[src/rtl/alu_arbiter.sv]
// Round-robin arbiter/sequencer sharing one alu8bit among NREQ requesters.
// Optional ALU_ARB_OPCHECK_EN: illegal opcodes bypass the ALU and return rsp_err.
module alu_arbiter #(
  parameter int NREQ = 4,
  parameter int ALU_LAT = 2,
  localparam int IDW = $clog2(NREQ)
) (
  input  logic              clk,
  input  logic              rst_n,
  input  logic [NREQ-1:0]   req_valid,
  output logic [NREQ-1:0]   req_ready,
  input  logic [4*NREQ-1:0] req_opcode,
  input  logic [8*NREQ-1:0] req_a,
  input  logic [8*NREQ-1:0] req_b,
  output logic              rsp_valid,
  output logic [IDW-1:0]    rsp_id,
  output logic [7:0]        rsp_out,
  output logic              rsp_cout,
  output logic              rsp_err,
  output logic              busy,
  output logic              alu_en,
  output logic [3:0]        alu_opcode,
  output logic [7:0]        alu_a,
  output logic [7:0]        alu_b,
  input  logic [7:0]        alu_out,
  input  logic              alu_cout
);

  localparam int CW = (ALU_LAT > 1) ? $clog2(ALU_LAT) : 1;

  typedef enum logic [1:0] {S_IDLE, S_ISSUE, S_WAIT, S_DONE} state_t;

  state_t         state_reg, state_next;
  logic [CW-1:0]  cnt_reg, cnt_next;
  logic [IDW-1:0] last_reg, last_next;
  logic           busy_reg, busy_next;
  logic           alu_en_reg, alu_en_next;
  logic [3:0]     alu_opcode_reg, alu_opcode_next;
  logic [7:0]     alu_a_reg, alu_a_next;
  logic [7:0]     alu_b_reg, alu_b_next;
  logic           rsp_valid_reg, rsp_valid_next;
  logic [IDW-1:0] rsp_id_reg, rsp_id_next;
  logic [7:0]     rsp_out_reg, rsp_out_next;
  logic           rsp_cout_reg, rsp_cout_next;

  logic [NREQ-1:0] rot;
  logic [IDW-1:0]  rot_sel, win_id;
  logic [IDW:0]    win_sum;
  logic            win_found;
  logic [3:0]      sel_op;
  logic [7:0]      sel_a, sel_b;

  // Rotate valids so bit 0 is the requester after last_grant; lowest set bit wins.
  always_comb begin
    rot       = NREQ'({req_valid, req_valid} >> ({1'b0, last_reg} + (IDW+1)'(1)));
    win_found = 1'b0;
    rot_sel   = '0;
    for (int j = NREQ - 1; j >= 0; j--) begin
      if (rot[j]) begin
        win_found = 1'b1;
        rot_sel   = IDW'(j);
      end
    end
    win_sum = {1'b0, last_reg} + (IDW+1)'(1) + {1'b0, rot_sel};
    if (win_sum >= (IDW+1)'(NREQ)) begin
      win_sum = win_sum - (IDW+1)'(NREQ);
    end
    win_id = win_sum[IDW-1:0];
    sel_op = req_opcode[4*win_id +: 4];
    sel_a  = req_a[8*win_id +: 8];
    sel_b  = req_b[8*win_id +: 8];
  end

  // Ready must coincide with the accepting edge, so it is decoded from the
  // registered state; gating with rst_n keeps it low while reset is held.
  assign req_ready = (state_reg == S_IDLE && rst_n && win_found) ?
                     (NREQ'(1) << win_id) : '0;

`ifdef ALU_ARB_OPCHECK_EN
  logic rsp_err_reg, rsp_err_next;
  logic sel_legal;
  assign sel_legal = sel_op inside {4'b1111, 4'b1110, 4'b0111, 4'b0110, 4'b0100};
`endif

  always_comb begin
    state_next      = state_reg;
    cnt_next        = cnt_reg;
    last_next       = last_reg;
    alu_opcode_next = alu_opcode_reg;
    alu_a_next      = alu_a_reg;
    alu_b_next      = alu_b_reg;
    rsp_id_next     = rsp_id_reg;
    rsp_out_next    = rsp_out_reg;
    rsp_cout_next   = rsp_cout_reg;
`ifdef ALU_ARB_OPCHECK_EN
    rsp_err_next    = rsp_err_reg;
`endif
    case (state_reg)
      S_IDLE: begin
        if (win_found) begin
          last_next       = win_id;
          state_next      = S_ISSUE;
          alu_opcode_next = sel_op;
          alu_a_next      = sel_a;
          alu_b_next      = sel_b;
`ifdef ALU_ARB_OPCHECK_EN
          if (!sel_legal) begin
            state_next      = S_DONE;
            alu_opcode_next = alu_opcode_reg;
            alu_a_next      = alu_a_reg;
            alu_b_next      = alu_b_reg;
            rsp_id_next     = win_id;
            rsp_out_next    = '0;
            rsp_cout_next   = 1'b0;
            rsp_err_next    = 1'b1;
          end
`endif
        end
      end
      S_ISSUE: begin
        state_next = S_WAIT;
        cnt_next   = CW'(ALU_LAT - 1);
      end
      S_WAIT: begin
        if (cnt_reg == '0) begin
          state_next    = S_DONE;
          rsp_id_next   = last_reg;
          rsp_out_next  = alu_out;
          rsp_cout_next = alu_cout;
`ifdef ALU_ARB_OPCHECK_EN
          rsp_err_next  = 1'b0;
`endif
        end else begin
          cnt_next = cnt_reg - CW'(1);
        end
      end
      S_DONE:  state_next = S_IDLE;
      default: state_next = S_IDLE;
    endcase
    // Registered outputs follow directly from the state being entered.
    busy_next      = (state_next != S_IDLE);
    alu_en_next    = (state_next == S_ISSUE) || (state_next == S_WAIT);
    rsp_valid_next = (state_next == S_DONE);
  end

  always_ff @(posedge clk) begin
    if (!rst_n) begin
      state_reg      <= S_IDLE;
      cnt_reg        <= '0;
      last_reg       <= IDW'(NREQ - 1);
      busy_reg       <= 1'b0;
      alu_en_reg     <= 1'b0;
      alu_opcode_reg <= '0;
      alu_a_reg      <= '0;
      alu_b_reg      <= '0;
      rsp_valid_reg  <= 1'b0;
      rsp_id_reg     <= '0;
      rsp_out_reg    <= '0;
      rsp_cout_reg   <= 1'b0;
`ifdef ALU_ARB_OPCHECK_EN
      rsp_err_reg    <= 1'b0;
`endif
    end else begin
      state_reg      <= state_next;
      cnt_reg        <= cnt_next;
      last_reg       <= last_next;
      busy_reg       <= busy_next;
      alu_en_reg     <= alu_en_next;
      alu_opcode_reg <= alu_opcode_next;
      alu_a_reg      <= alu_a_next;
      alu_b_reg      <= alu_b_next;
      rsp_valid_reg  <= rsp_valid_next;
      rsp_id_reg     <= rsp_id_next;
      rsp_out_reg    <= rsp_out_next;
      rsp_cout_reg   <= rsp_cout_next;
`ifdef ALU_ARB_OPCHECK_EN
      rsp_err_reg    <= rsp_err_next;
`endif
    end
  end

  assign busy       = busy_reg;
  assign alu_en     = alu_en_reg;
  assign alu_opcode = alu_opcode_reg;
  assign alu_a      = alu_a_reg;
  assign alu_b      = alu_b_reg;
  assign rsp_valid  = rsp_valid_reg;
  assign rsp_id     = rsp_id_reg;
  assign rsp_out    = rsp_out_reg;
  assign rsp_cout   = rsp_cout_reg;
`ifdef ALU_ARB_OPCHECK_EN
  assign rsp_err    = rsp_err_reg;
`else
  assign rsp_err    = 1'b0;
`endif

endmodule

[config.mk]
export PLATFORM = sky130hd
export DESIGN_NAME = alu_arbiter
export DESIGN_NICKNAME = d
export VERILOG_FILES = /design/src/rtl/alu_arbiter.sv
export SDC_FILE = /design/constraint.sdc
export NUM_CORES = 1
export LEC_CHECK = 0
export ABC_AREA = 1
export CAP_MARGIN = 10
export CELL_PAD_IN_SITES_DETAIL_PLACEMENT = 1
export CELL_PAD_IN_SITES_GLOBAL_PLACEMENT = 1
export CORE_MARGIN = 1
export CORE_UTILIZATION = 27
export CTS_BUF_LIST = sky130_fd_sc_hd__clkbuf_16
export CTS_CLUSTER_DIAMETER = 60
export DETAILED_ROUTE_END_ITERATION = 8
export PLACE_DENSITY_LB_ADDON = 0.1
export SLEW_MARGIN = 10
export SYNTH_ARGS = -nofsm -noshare
export SYNTH_HDL_FRONTEND = slang
export SYNTH_SLANG_ARGS = --single-unit
[constraint.sdc]
create_clock -name clk -period 7.15 [get_ports clk]
set_input_delay 2.145 -clock clk [delete_from_list [all_inputs] [get_ports clk]]
set_output_delay 2.145 -clock clk [all_outputs]
set_load 0.02 [all_outputs]
==> metrics.md, run 1 <==
| Metric | Value |
|---|---|
| Outcome | `completed` |
| Register area | `between 700 and 800 um2` |
| Most common cell in the netlist | `nand2_1` |
| Reg2Reg Depth | `16` |
| Dpl cells | `approximately 580` |
| GRT overflow | `0` |
| Maximum achievable frequency | `around 0.15 GHz` |
| Starting Density | `about 28%` |
| Slew @ Worst Pin | `about 0.8 ns` |
| Top-area cell type share of the netlist area | `about 33%` |
| Tot Pwr | `around 1.5 mW` |
| Detailed-route wire length | `between 8000 and 9000 um` |
| Seq/Total Area, Yosys | `33.1%` |
| Final setup fails | `0` |
| Multi-input logic area | `roughly 1400 um2` |
| Worst setup SP type | `input pin` |
| Fin crit period | `roughly 6.9 ns` |
| Synth cell types | `25` |
| Remaining antenna violation count | `0` |
| Largest cells by area after synthesis | `dfxtp_1 33%, nand2_1 23%, nand3_1 11%, ha_1 4.2%, mux2i_1 4.2%` |
| Worst Path Required | `around 5.0 ns` |
| Diodes inserted | `0` |
| Synth-to-Final Area Change | `66.1%` |
| WL/cell | `between 10 and 15 um` |
| CTS Hold Bufs | `0` |
| Post-CTS setup buffers | `0` |
| Num CTS Buffers | `5` |
| Layout fillers | `1056` |
| Cell Area, Placed | `roughly 3700 um2` |
| Mapped Area | `2360 um2` |
| DRT iter0 DRCs | `43` |
| Max-slew headroom | `46.7%` |
| Critical Path AT | `approximately 4.7 ns` |
| CORE AREA | `between 8000 and 9000 um2` |
| GRT Resource Usage Total | `19.4%` |
| Post-synth EDFFs | `0` |
| Setup Crit Path Kind | `input pin to output port` |
| Initial antenna violation count | `0` |
| Residual DRC | `0` |
| Htree depth | `2` |
| GPL Wtd Cong | `0.767` |
| Clock Latency Late Sink | `0.28 ns` |
| DRT Pass-1 Iters | `4` |
| CTS resizes | `0` |
| Final core utilization | `between 40% and 50%` |
| FF+latch count, synth | `39` |
| Die Y-Extent | `95.4 um` |
| R2R Path End | `alu_b[2]` |
| Warnings, synthesis | `0` |
| Leakage | `approximately 1.8 nW` |
| Setup slack, reg-to-reg | `4.72 ns` |
| Crit-path max FO | `11` |
| Die area | `a little over 9000 um2` |
| Hold WC Path Type | `flop to flop` |
| FFs w/ async S/R, synth | `0%` |
| Worst r2r src | `last_reg[0]` |
| Unrepaired setup endpoints after global routing | `false` |
| Hold path depth | `2` |
| Max_cap viols | `0` |
| Share of layout cells above drive strength 1 | `around 5.1%` |
| FP Rows | `33` |
| Via density | `about 4.7` |
| # IOs | `roughly 130` |
| Hpwl dp | `~6300 um` |
| Clock Pin Slew Worst Setup and Hold Paths | `about 0.050 ns` |
| Syn Nets | `~470` |
| # port buffers | `~130` |
| HP Start | `alu_b[0]` |
| Vias in the first global route | `~2.9k` |
| Top FF cell, synth | `dfxtp_1` |
| Tcrit/Tclk final | `a little over nine tenths` |
| VDD IR-drop max | `around 0.23 mV` |
| Bufs on Longest Clock Path | `2` |
| Final Cell Area | `3910 um2` |
| Die Width | `around 95 um` |
| CTS root buffer | `clkbuf_16` |
| Commonest cells in the netlist | `142 x nand2_1, 51 x nand3_1, 39 x dfxtp_1, 26 x nor2_1, 15 x nand4_1` |
| Sink of the worst hold path | `alu_b[0]` |
| Largest net degree at the start of global routing | `42` |
| Area leader, netlist | `dfxtp_1` |
| Fin. max-slew vios | `0` |
| CTS tree | `done` |
| Vias | `roughly 2.8k` |
| CTS sink count | `39` |
| Final cell count without fillers | `592` |
| First-pass GRT wire length | `approximately 14000 um` |
| Setup Total Neg Slack | `0 ns` |
| Final hold violation count | `0` |
| Pwr/cell area | `around 390 nW/um2` |
| Post-Syn Instances | `~360` |
| Final nets | `589` |
| Crit end category | `output port` |
| Worst Clk Skew | `between 0.007 and 0.008 ns` |
| Avg Inst Size Synth | `6.49 um2` |
## layout make-up
class / count / area share, %
clock buffers: 5 / 3.20
clock inverters: 3 / 1.63
inverters: 17 / 1.63
multi-input cells: 284 / 35.1
flip-flops and latches: 39 / 19.9
well taps: 105 / 3.36
repair buffers: 139 / 35.1
## through the flow
step / worst slack (ns) / hold WS (ns)
after floorplan: 1.34 / 0.527
after global placement: 0.396 / 0.440
after detailed placement: 0.282 / 0.446
after CTS: 0.262 / 0.457
after global routing: 0.0417 / 0.472
final: 0.280 / 0.453
## critical path, cell delays in order
cell and delay [ns]:
clkdlybuf4s50_1 0.44, nand2_1 0.10, nand3_1 0.08, nand2_1 0.12
nand3_1 0.08, nand2_1 0.06, nand2_1 0.07, ha_1 0.19
xor2_1 0.16, inv_1 0.09, nand3_2 0.23, nand2_2 0.15
nand2_1 0.10, nor2_1 0.10, clkdlybuf4s50_1 0.61
## layer usage
metal / global-route usage (%) / share of wire, % / up-vias
met3: 3.83 / 5.8 / 7
met4: 5.35 / 0.94 / 0
met1: 23.8 / 44 / 1282
li1: - / - / 1416
met5: 0 / 0 / -
met2: 34.3 / 49 / 78
## worst max path at each step
stage                            start      endpoint  slack [ns]
after detailed placement  req_valid[2]  req_ready[1]        0.28
after floorplan           req_valid[2]  req_ready[2]        1.34
final                     req_valid[2]  req_ready[1]        0.28
after CTS                 req_valid[2]  req_ready[2]        0.26
after global routing      req_valid[2]  req_ready[1]        0.04
after global placement    req_valid[2]  req_ready[0]        0.40
## report_power, final
group	internal [mW]	switching, mW	total (mW)
Combinational	0.355	0.591	0.945
Clock	0.199	0.0855	0.284
Sequential	0.274	0.0314	0.305
## placed cells by master (no fill, tap or decap), drive strengths merged
| cell | n |
|---|---|
| clkbuf | 5 |
| nand2 | 145 |
| clkdlybuf4s50 | 132 |
| inv | 17 |
| dfxtp | 39 |
| conb | 1 |
| buf | 7 |
| ha | 8 |
| nand4 | 15 |
| bufinv | 2 |
| and2 | 1 |
| nor2 | 30 |
| xor2 | 1 |
| nand3 | 52 |
| mux2i | 10 |
| clkinv | 1 |
| a22oi | 1 |
| o21ai | 13 |
| a21oi | 7 |
## kinds of logic after synthesis
group / Yosys count / share of synthesized area (%)
adders and majority gates: 8 / 4.25
muxes: 10 / 4.25
and+or+nand+nor: 243 / 44.6
other: 1 / 0.159
DFF: 39 / 33.1
xor gates and xnor gates: 1 / 0.372
AOI/OAI and AO/OA: 21 / 4.57
buffers and inverters: 40 / 8.71
(Power assumes the default switching activity.)
==> run 2: changes to the inputs <==
--- a/config.mk
+++ b/config.mk
@@ -11,10 +11,10 @@
 export CELL_PAD_IN_SITES_GLOBAL_PLACEMENT = 1
 export CORE_MARGIN = 1
 export CORE_UTILIZATION = 27
-export CTS_BUF_LIST = sky130_fd_sc_hd__clkbuf_16
 export CTS_CLUSTER_DIAMETER = 60
 export DETAILED_ROUTE_END_ITERATION = 8
 export PLACE_DENSITY_LB_ADDON = 0.1
+export SKIP_LAST_GASP = 1
 export SLEW_MARGIN = 10
 export SYNTH_ARGS = -nofsm -noshare
 export SYNTH_HDL_FRONTEND = slang
==> metrics.md, run 2 (synthesized netlist as in run 1, its figures left out) <==
| Metric | Value |
|---|---|
| Outcome | `completed (unchanged)` |
| Most common cell after layout, fill and taps aside | `nand2_1 (unchanged)` |
| Num CTS Buffers | `5 (unchanged)` |
| Die Width | `95.4 um (unchanged)` |
| DRT iter0 DRCs | `49 (was 43)` |
| Unrepaired setup endpoints after global routing | `false (unchanged)` |
| Starting Density | `28.2% (unchanged)` |
| Die area | `9100 um2 (unchanged)` |
| Crit-path max FO | `11 (unchanged)` |
| GR Util met3 | `4.55% (was 3.83%)` |
| GRT overflow | `0 (unchanged)` |
| Htree depth | `2 (unchanged)` |
| Fin. max-slew vios | `0 (unchanged)` |
| Die Y-Extent | `95.4 um (unchanged)` |
| # port buffers | `132 (unchanged)` |
| Hpwl dp | `6330 um (unchanged)` |
| Hold WC Path Type | `flop to flop (unchanged)` |
| GRT Resource Usage Total | `19.3% (was 19.4%)` |
| Met1 Use GR | `23.9% (was 23.8%)` |
| Commonest non-fill, non-tap cells in the layout | `142 x nand2_1, 132 x clkdlybuf4s50_1, 51 x nand3_1 (unchanged)` |
| CTS resizes | `0 (unchanged)` |
| CTS tree | `done (unchanged)` |
| Final setup fails | `0 (unchanged)` |
| Leakage | `1.78 nW (was 1.81 nW)` |
| Setup Crit Path Kind | `input pin to output port (unchanged)` |
| Share of layout cells above drive strength 1 | `5.13% (unchanged)` |
| Final nets | `589 (unchanged)` |
| GR peak layer | `met2 (unchanged)` |
| Clock Pin Slew Worst Setup and Hold Paths | `0.07 ns (was 0.05 ns)` |
| Synth-to-Final Area Change | `63.7% (was 66.1%)` |
| Met2 Usage GRT | `33.5% (was 34.3%)` |
| Slew @ Worst Pin | `0.776 ns (was 0.797 ns)` |
| Worst Clk Skew | `0.00997 ns (was 0.00716 ns)` |
| WL/cell | `14.0 um (was 14.1 um)` |
| Clock Latency Late Sink | `0.29 ns (was 0.28 ns)` |
| Worst Path Required | `5.01 ns (about the same)` |
| Final hold violation count | `0 (unchanged)` |
| Max_cap viols | `0 (unchanged)` |
| CTS Hold Bufs | `0 (unchanged)` |
| CTS sink count | `39 (unchanged)` |
| DRT Pass-1 Iters | `4 (unchanged)` |
| CTS root buffer | `clkbuf_8 (was clkbuf_16)` |
| Diodes inserted | `0 (unchanged)` |
| Remaining antenna violation count | `0 (unchanged)` |
| Vias in the first global route | `2891 (was 2940)` |
| Residual DRC | `0 (unchanged)` |
| Hold Slack | `0.455 ns (was 0.453 ns)` |
| CORE AREA | `8340 um2 (unchanged)` |
| Tcrit/Tclk final | `96.1% (about the same)` |
| Pwr/cell area | `380 nW/um2 (was 392 nW/um2)` |
| First-pass GRT wire length | `13700 um (was 13800 um)` |
| Post-CTS setup buffers | `0 (unchanged)` |
| Bufs on Longest Clock Path | `2 (unchanged)` |
| # IOs | `134 (unchanged)` |
| GPL Wtd Cong | `0.767 (unchanged)` |
| Initial antenna violation count | `0 (unchanged)` |
| FP Rows | `33 (unchanged)` |
| Max-slew headroom | `48.0% (was 46.7%)` |
| Fin crit period | `6.87 ns (about the same)` |
| VDD IR-drop max | `0.227 mV (was 0.231 mV)` |
| Critical Path AT | `4.72 ns (was 4.73 ns)` |
| Vias | `2787 (was 2783)` |
| Via density | `4.71 (was 4.70)` |
| Crit end category | `output port (unchanged)` |
| Setup Total Neg Slack | `0 ns (unchanged)` |
| Maximum achievable frequency | `0.146 GHz (about the same)` |
| Worst setup SP type | `input pin (unchanged)` |
| Detailed-route wire length | `8300 um (was 8330 um)` |
| Largest net degree at the start of global routing | `42 (unchanged)` |
[run 2: changes by cell type in the layout (fill, tap and decap cells not counted), sizes merged]
cell | before | now
clkbuf | 5 | 6
inv | 17 | 16
[run 2: area by class of cell]
class	instances	area (um2)
sequential	39	781
clock buffer	6	72.6
multi-input combinational	284	1380
tap	105	131
clock inverter	2	60.1
fill	1049	4480
inverter	17	63.8
timing repair buffer	139	1370
[run 2: path summary, 6_finish.rpt]
| path | end | cells past startpoint | slack [ns] | start |
|---|---|---|---|---|
| max | req_ready[1] | 15 | 0.28 | req_valid[2] |
| min | alu_b[0] | 2 | 0.45 | alu_b[0] |
| max reg2reg | alu_b[2] | 16 | 4.72 | last_reg[0] |
| min reg2reg | alu_b[0] | 2 | 0.45 | alu_b[0] |
[run 2: worst max-delay path: stages]
cell	delay [ns]
clkdlybuf4s50_1	0.44
nand2_1	0.11
nand3_1	0.08
nand2_1	0.12
nand3_1	0.08
nand2_1	0.06
nand2_1	0.07
ha_1	0.19
xor2_1	0.16
inv_1	0.09
nand3_2	0.23
nand2_2	0.15
nand2_1	0.10
nor2_1	0.10
clkdlybuf4s50_1	0.61
[run 2: power breakdown]
part | total (mW) | internal (mW) | switching, mW
Clock | 0.220 | 0.140 | 0.0804
Sequential | 0.304 | 0.273 | 0.0311
Combinational | 0.943 | 0.355 | 0.588
Total | 1.47 | 0.768 | 0.699
[run 2: through the flow]
step	util [%]	cells	cell area, um2	setup WS, ns	total power [mW]
after CTS	46.2	592	3860	0.264	1.49
final	46.2	592	3860	0.282	1.47
after floorplan	-	363	2360	1.34	0.961
after detailed placement	44.7	584	3720	0.282	1.27
after global routing	46.2	592	3860	0.0422	1.61
after global placement	44.7	584	3720	0.396	1.25
[run 2: layer usage]
layer	vias to the layer above	part of all wire, %
li1	1414	-
met4	0	1.1
met5	-	0
met2	78	48
met3	8	5.7
met1	1287	45
==> patch 1, RTL diff (config.mk and constraints of run 2) <==
Set the parameter `ALU_LAT` to 1 (it was 2).
--- a/src/rtl/alu_arbiter.sv
+++ b/src/rtl/alu_arbiter.sv
@@ -4,3 +4,3 @@
   parameter int NREQ = 4,
-  parameter int ALU_LAT = 2,
+  parameter int ALU_LAT = 1,
   localparam int IDW = $clog2(NREQ)
Formal check against the unedited RTL: not equivalent (a bounded check fails within 4 cycles, from zero or initial values and one cycle with rst_n low).
==> patch 1 against run 2 <==
Synthesized area decreased by 3.4%; worst setup slack better by 0.12 ns; register-to-register slack better by 0.02 ns; sequential power up 6.6%; power rose by 10%; largest cell class is now buffers; final area down 1.7%; first-iteration DRC count grew 22%; sequential cell count shrank 1; wire length grew 0.49%; highest routed layer unchanged; worst hold slack improved by 0.011 ns.
==> patch 1: results (changes against run 2) <==
qor: status.run_status complete, no violations
qor: logic_synthesis.synthAdderAreaFrac 2.75% [-1.5 points]
qor: logic_synthesis.post_synthesis_mean_instance_area 6.29 µm² [-3.1%]
qor: critical_path.critical_path_peak_fanout 3 [-8]
qor: min_path.hold_path_end alu_b[4]$_SDFFE_PN0P_
qor: routing.wire_per_inst 14.1 µm [+0.83%]
qor: critical_path.ff2ff_path_depth 13 [-3]
qor: logic_synthesis.yosys-mux-area-fraction 0.880% [-3.4 points]
qor: logic_synthesis.leading_cell_types_by_total_area_after_synthesis sky130_fd_sc_hd__dfxtp_1 (33%), sky130_fd_sc_hd__nand2_1 (26%), sky130_fd_sc_hd__nand3_1 (11%)
qor: logic_synthesis.synth_common_cells sky130_fd_sc_hd__nand2_1 (155), sky130_fd_sc_hd__nand3_1 (50), sky130_fd_sc_hd__dfxtp_1 (38)
qor: global_route.groute.usage.overall 19.5% [+0.25 points]
qor: routing.drt_wl_total 8340 µm [+0.49%]
qor: cells_and_area.fraction_of_layout_instances_using_a_drive_strength_above_1 5.98% [+0.85 points]
qor: placed_design.place_inst 582 [-0.34%]
qor: pwr.seq_power_share 20.0% [-0.7 points]
qor: pwr.clock_power 230 µW [+5%]
qor: critical_path.reg2reg_slack 4.74 ns [+0.02 ns]
qor: global_route.grt_use_met2 35.2% [+1.8 points]
qor: critical_path.reg2reg_to alu_b[4]$_SDFFE_PN0P_
qor: critical_path.timing.critical_path.slowest_cell_delay 0.63 ns [+0.02 ns]
qor: global_route.use_met1 22.9% [-0.98 points]
qor: timing.worst_clock_skew 0.00553 ns [-0.00443 ns]
qor: critical_path.worst_ep_arrival_time 4.61 ns [-0.11 ns]
qor: placed_design.gp_congestion 0.760 [-0.94%]
qor: clock_network.clk_pin_slew_worst_paths 0.07 ns [about the same]
qor: routing.via_density_per_instance 4.67 [-0.74%]
qor: pwr.internal_power 823 µW [+7.2%]
qor: global_route.first_global_vias 2911 [+0.69%]
qor: logic_synthesis.synth_compound_area_share 3.63% [-0.94 points]
qor: placed_design.place_hpwl 6340 µm [+0.17%]
qor: routing.number_of_search_and_repair_iterations_in_the_first_detailed_routing_pass 4 [unchanged]
qor: min_path.worstHoldStart alu_b[4]$_SDFFE_PN0P_
qor: pwr.ir_drop 0.235 mV [+3.1%]
qor: routing.number_of_drc_markers_after_the_initial_detailed_route_iteration 60 [+22%]
qor: pwr.static-leakage-power 0.00174 µW [-1.9%]
qor: timing.maxSlewHeadroom 66.1% [+18 points]
qor: logic_synthesis.yosys.area_share.xor_xnor 0.385% [+0.013 points]
qor: global_route.grt_pass1_wl 13600 µm [-0.75%]
qor: logic_synthesis.synthesis.nets 462 [-0.86%]
qor: global_route.groute.layer.met3.usage 4.85% [+0.31 points]
qor: critical_path.regToRegStartpoint last_reg[0]$_SDFFE_PN1P_
-- patch 1: cell types whose count changed in the layout (fill, tap and decap cells not counted), sizes merged --
| cell | run 2 | this run |
|---|---|---|
| nand4 | 15 | 19 |
| dfxtp | 39 | 38 |
| nand3 | 52 | 51 |
| inv | 16 | 14 |
| nor2 | 30 | 28 |
| a21oi | 7 | 4 |
| mux2i | 10 | 2 |
| nand2 | 145 | 161 |
| ha | 8 | 5 |
| o21ai | 13 | 11 |
-- patch 1: worst min-delay path: stages (launching register included) --
cell	delay, ns
sky130_fd_sc_hd__dfxtp_1	0.31
sky130_fd_sc_hd__nand2_1	0.06
sky130_fd_sc_hd__nand2_1	0.05
-- patch 1: final cells by class --
type,instances,area [µm²]
fillers,1064,4380
multi-input cells,285,1330
clock inverters,2,60.1
flip-flops and latches,38,761
repair buffers,139,1370
well taps,105,131
inverters,15,56.3
clock buffers,6,82.6
-- patch 1: worst max path at each step --
stage	start	endpoint	slack [ns]
2_1_floorplan	req_valid[2]	req_ready[2]	1.35
3_3_place_gp	req_valid[2]	req_ready[0]	0.48
3_5_place_dp	req_valid[0]	req_ready[0]	0.38
4_1_cts	req_valid[0]	req_ready[0]	0.37
5_1_grt	req_valid[0]	req_ready[0]	0.17
6_report	req_valid[0]	req_ready[0]	0.40
-- patch 1: routing by layer --
metal,wire [µm],part of all wire [%]
met4,113,1.4
met2,4020,48
met1,3640,44
met3,568,6.8
met5,0,0
-- patch 1: per-stage QoR --
stage,cell area [µm²],total power (µW),hold slack (ns),utilization (%),worst slack (ns)
floorplan,2280,1050,0.526,-,1.35
global placement,3650,1390,0.441,44.6,0.477
detailed placement,3650,1410,0.461,44.6,0.382
CTS,3790,1660,0.470,46.4,0.367
global route,3790,1780,0.486,46.4,0.171
finish,3790,1620,0.466,46.4,0.399
==> patch 2, RTL diff (settings of run 2) <==
Without the edit above. Re-encode `state_t` (4 states) as one-hot, 4 bits wide.
--- a/src/rtl/alu_arbiter.sv
+++ b/src/rtl/alu_arbiter.sv
@@ -30,3 +30,3 @@
 
-  typedef enum logic [1:0] {S_IDLE, S_ISSUE, S_WAIT, S_DONE} state_t;
+  typedef enum logic [3:0] {S_IDLE = 4'b0001, S_ISSUE = 4'b0010, S_WAIT = 4'b0100, S_DONE = 4'b1000} state_t;
 
Formal check against the unedited RTL: same outputs for any inputs over 10 cycles, from zero or initial values and one cycle with rst_n low; not proved beyond that.
==> patch 2 against run 2 <==
First-iteration DRC count up 16%; wire length down 5.7%; worst setup slack better by 0.027 ns; maximum frequency up 0.39%; final area up 1.6%; via count down 3.4%; count of clock-buffer cells in the layout down 1; die area up 2.2%; synthesized area up 2.3%; power up 8.9%; sequential cell count up 2.
==> patch 2: results (changes against run 2) <==
qor: routing.via_density_per_instance 4.58 [-2.7%]
qor: cells_and_area.finish.utilization 45.2% [-1.1 points]
qor: placed_design.place_hpwl 6020 µm [-5.0%]
qor: cells_and_area.multi_input_area_share 35.9% [+0.23 points]
qor: cells_and_area.multi_input_comb_cells 279 [-1.8%]
qor: routing.wire_per_inst 13.3 µm [-5.1%]
qor: critical_path.ff2ff_path_depth 15 [-1]
qor: global_route.groute.usage.overall 17.2% [-2.1 points]
qor: critical_path.crit_end req_ready[2]
qor: min_path.hold_path_end alu_a[0]$_SDFFE_PN0P_
qor: cells_and_area.non_clock_buffer_area_share 35.0% [-0.57 points]
qor: placed_design.gp_congestion 0.777 [+1.3%]
qor: critical_path.worst_ep_arrival_time 4.70 ns [-0.02 ns]
qor: status.run_status complete, no violations
qor: global_route.maximum_number_of_pins_on_one_net_before_global_route_repair 29 [-31%]
qor: logic_synthesis.yosys.area_share.xor_xnor 0.363% [-0.0083 points]
qor: cells_and_area.num-clock-buffers 5 [-1]
qor: cells_and_area.final_net_count 575 [-2.4%]
qor: placed_design.post_dp_cell_area 3790 µm² [+1.6%]
qor: critical_path.reg2reg_slack 4.76 ns [+0.04 ns]
qor: logic_synthesis.synthesis.nets 450 [-3.4%]
qor: logic_synthesis.yosys.cell_types.count 26 [+4.0%]
qor: timing.maxSlewHeadroom 37.5% [-11 points]
qor: placed_design.place_ws 0.313 ns [+0.0308 ns]
qor: pwr.static-leakage-power 0.00180 µW [+1.6%]
qor: logic_synthesis.yosys-mux-area-fraction 9.14% [+4.9 points]
qor: global_route.grt_pass1_wl 12400 µm [-9.2%]
qor: logic_synthesis.synth_common_cells sky130_fd_sc_hd__nand2_1 (119), sky130_fd_sc_hd__nor2_1 (45), sky130_fd_sc_hd__dfxtp_1 (41)
qor: logic_synthesis.synthAdderAreaFrac 0.519% [-3.7 points]
qor: pwr.power.switching_fraction 46.9% [-0.79 points]
qor: critical_path.reg2reg_to alu_a[2]$_SDFFE_PN0P_
qor: floorplan.die_w 96.5 µm [+1.1%]
qor: routing.number_of_drc_markers_after_the_initial_detailed_route_iteration 57 [+16%]
qor: logic_synthesis.leading_cell_types_by_total_area_after_synthesis sky130_fd_sc_hd__dfxtp_1 (34%), sky130_fd_sc_hd__nand2_1 (19%), sky130_fd_sc_hd__mux2i_1 (9.1%)
qor: cells_and_area.stdcell_count 588 [-0.68%]
qor: cells_and_area.fraction_of_layout_instances_using_a_drive_strength_above_1 9.17% [+4.0 points]
[patch 2: cell count changes after synthesis, moves of 12 or more]
cell                      before  now
sky130_fd_sc_hd__mux2i_1      10   22
sky130_fd_sc_hd__nor2_1       26   45
sky130_fd_sc_hd__nand4_1      15    0
sky130_fd_sc_hd__nand3_1      51   37
sky130_fd_sc_hd__nand2_1     142  119
[patch 2: cells by family after synthesis]
kind of cell	Yosys count
other	1
adders and majority gates	1
AOI/OAI and AO/OA	34
buffers and inverters	34
muxes	22
xor gates and xnor gates	1
and+or+nand+nor	220
DFF	41
[patch 2: layer usage]
layer  vias to the layer above  part of all wire, %  global-route usage, %
met2                        71                   49                   30.8
li1                       1378                    -                      -
met1                      1242                   44                   21.1
met5                         -                    0                      0
met3                         2                  5.9                   4.46
met4                         0                 0.38                   2.21
[patch 2: power by group through the flow]
stage	clock, µW	combinational [µW]	sequential (µW)
floorplan	0	719	374
global placement	0	1050	322
detailed placement	0	1070	325
CTS	230	1080	321
global route	238	1180	327
finish	222	1050	321
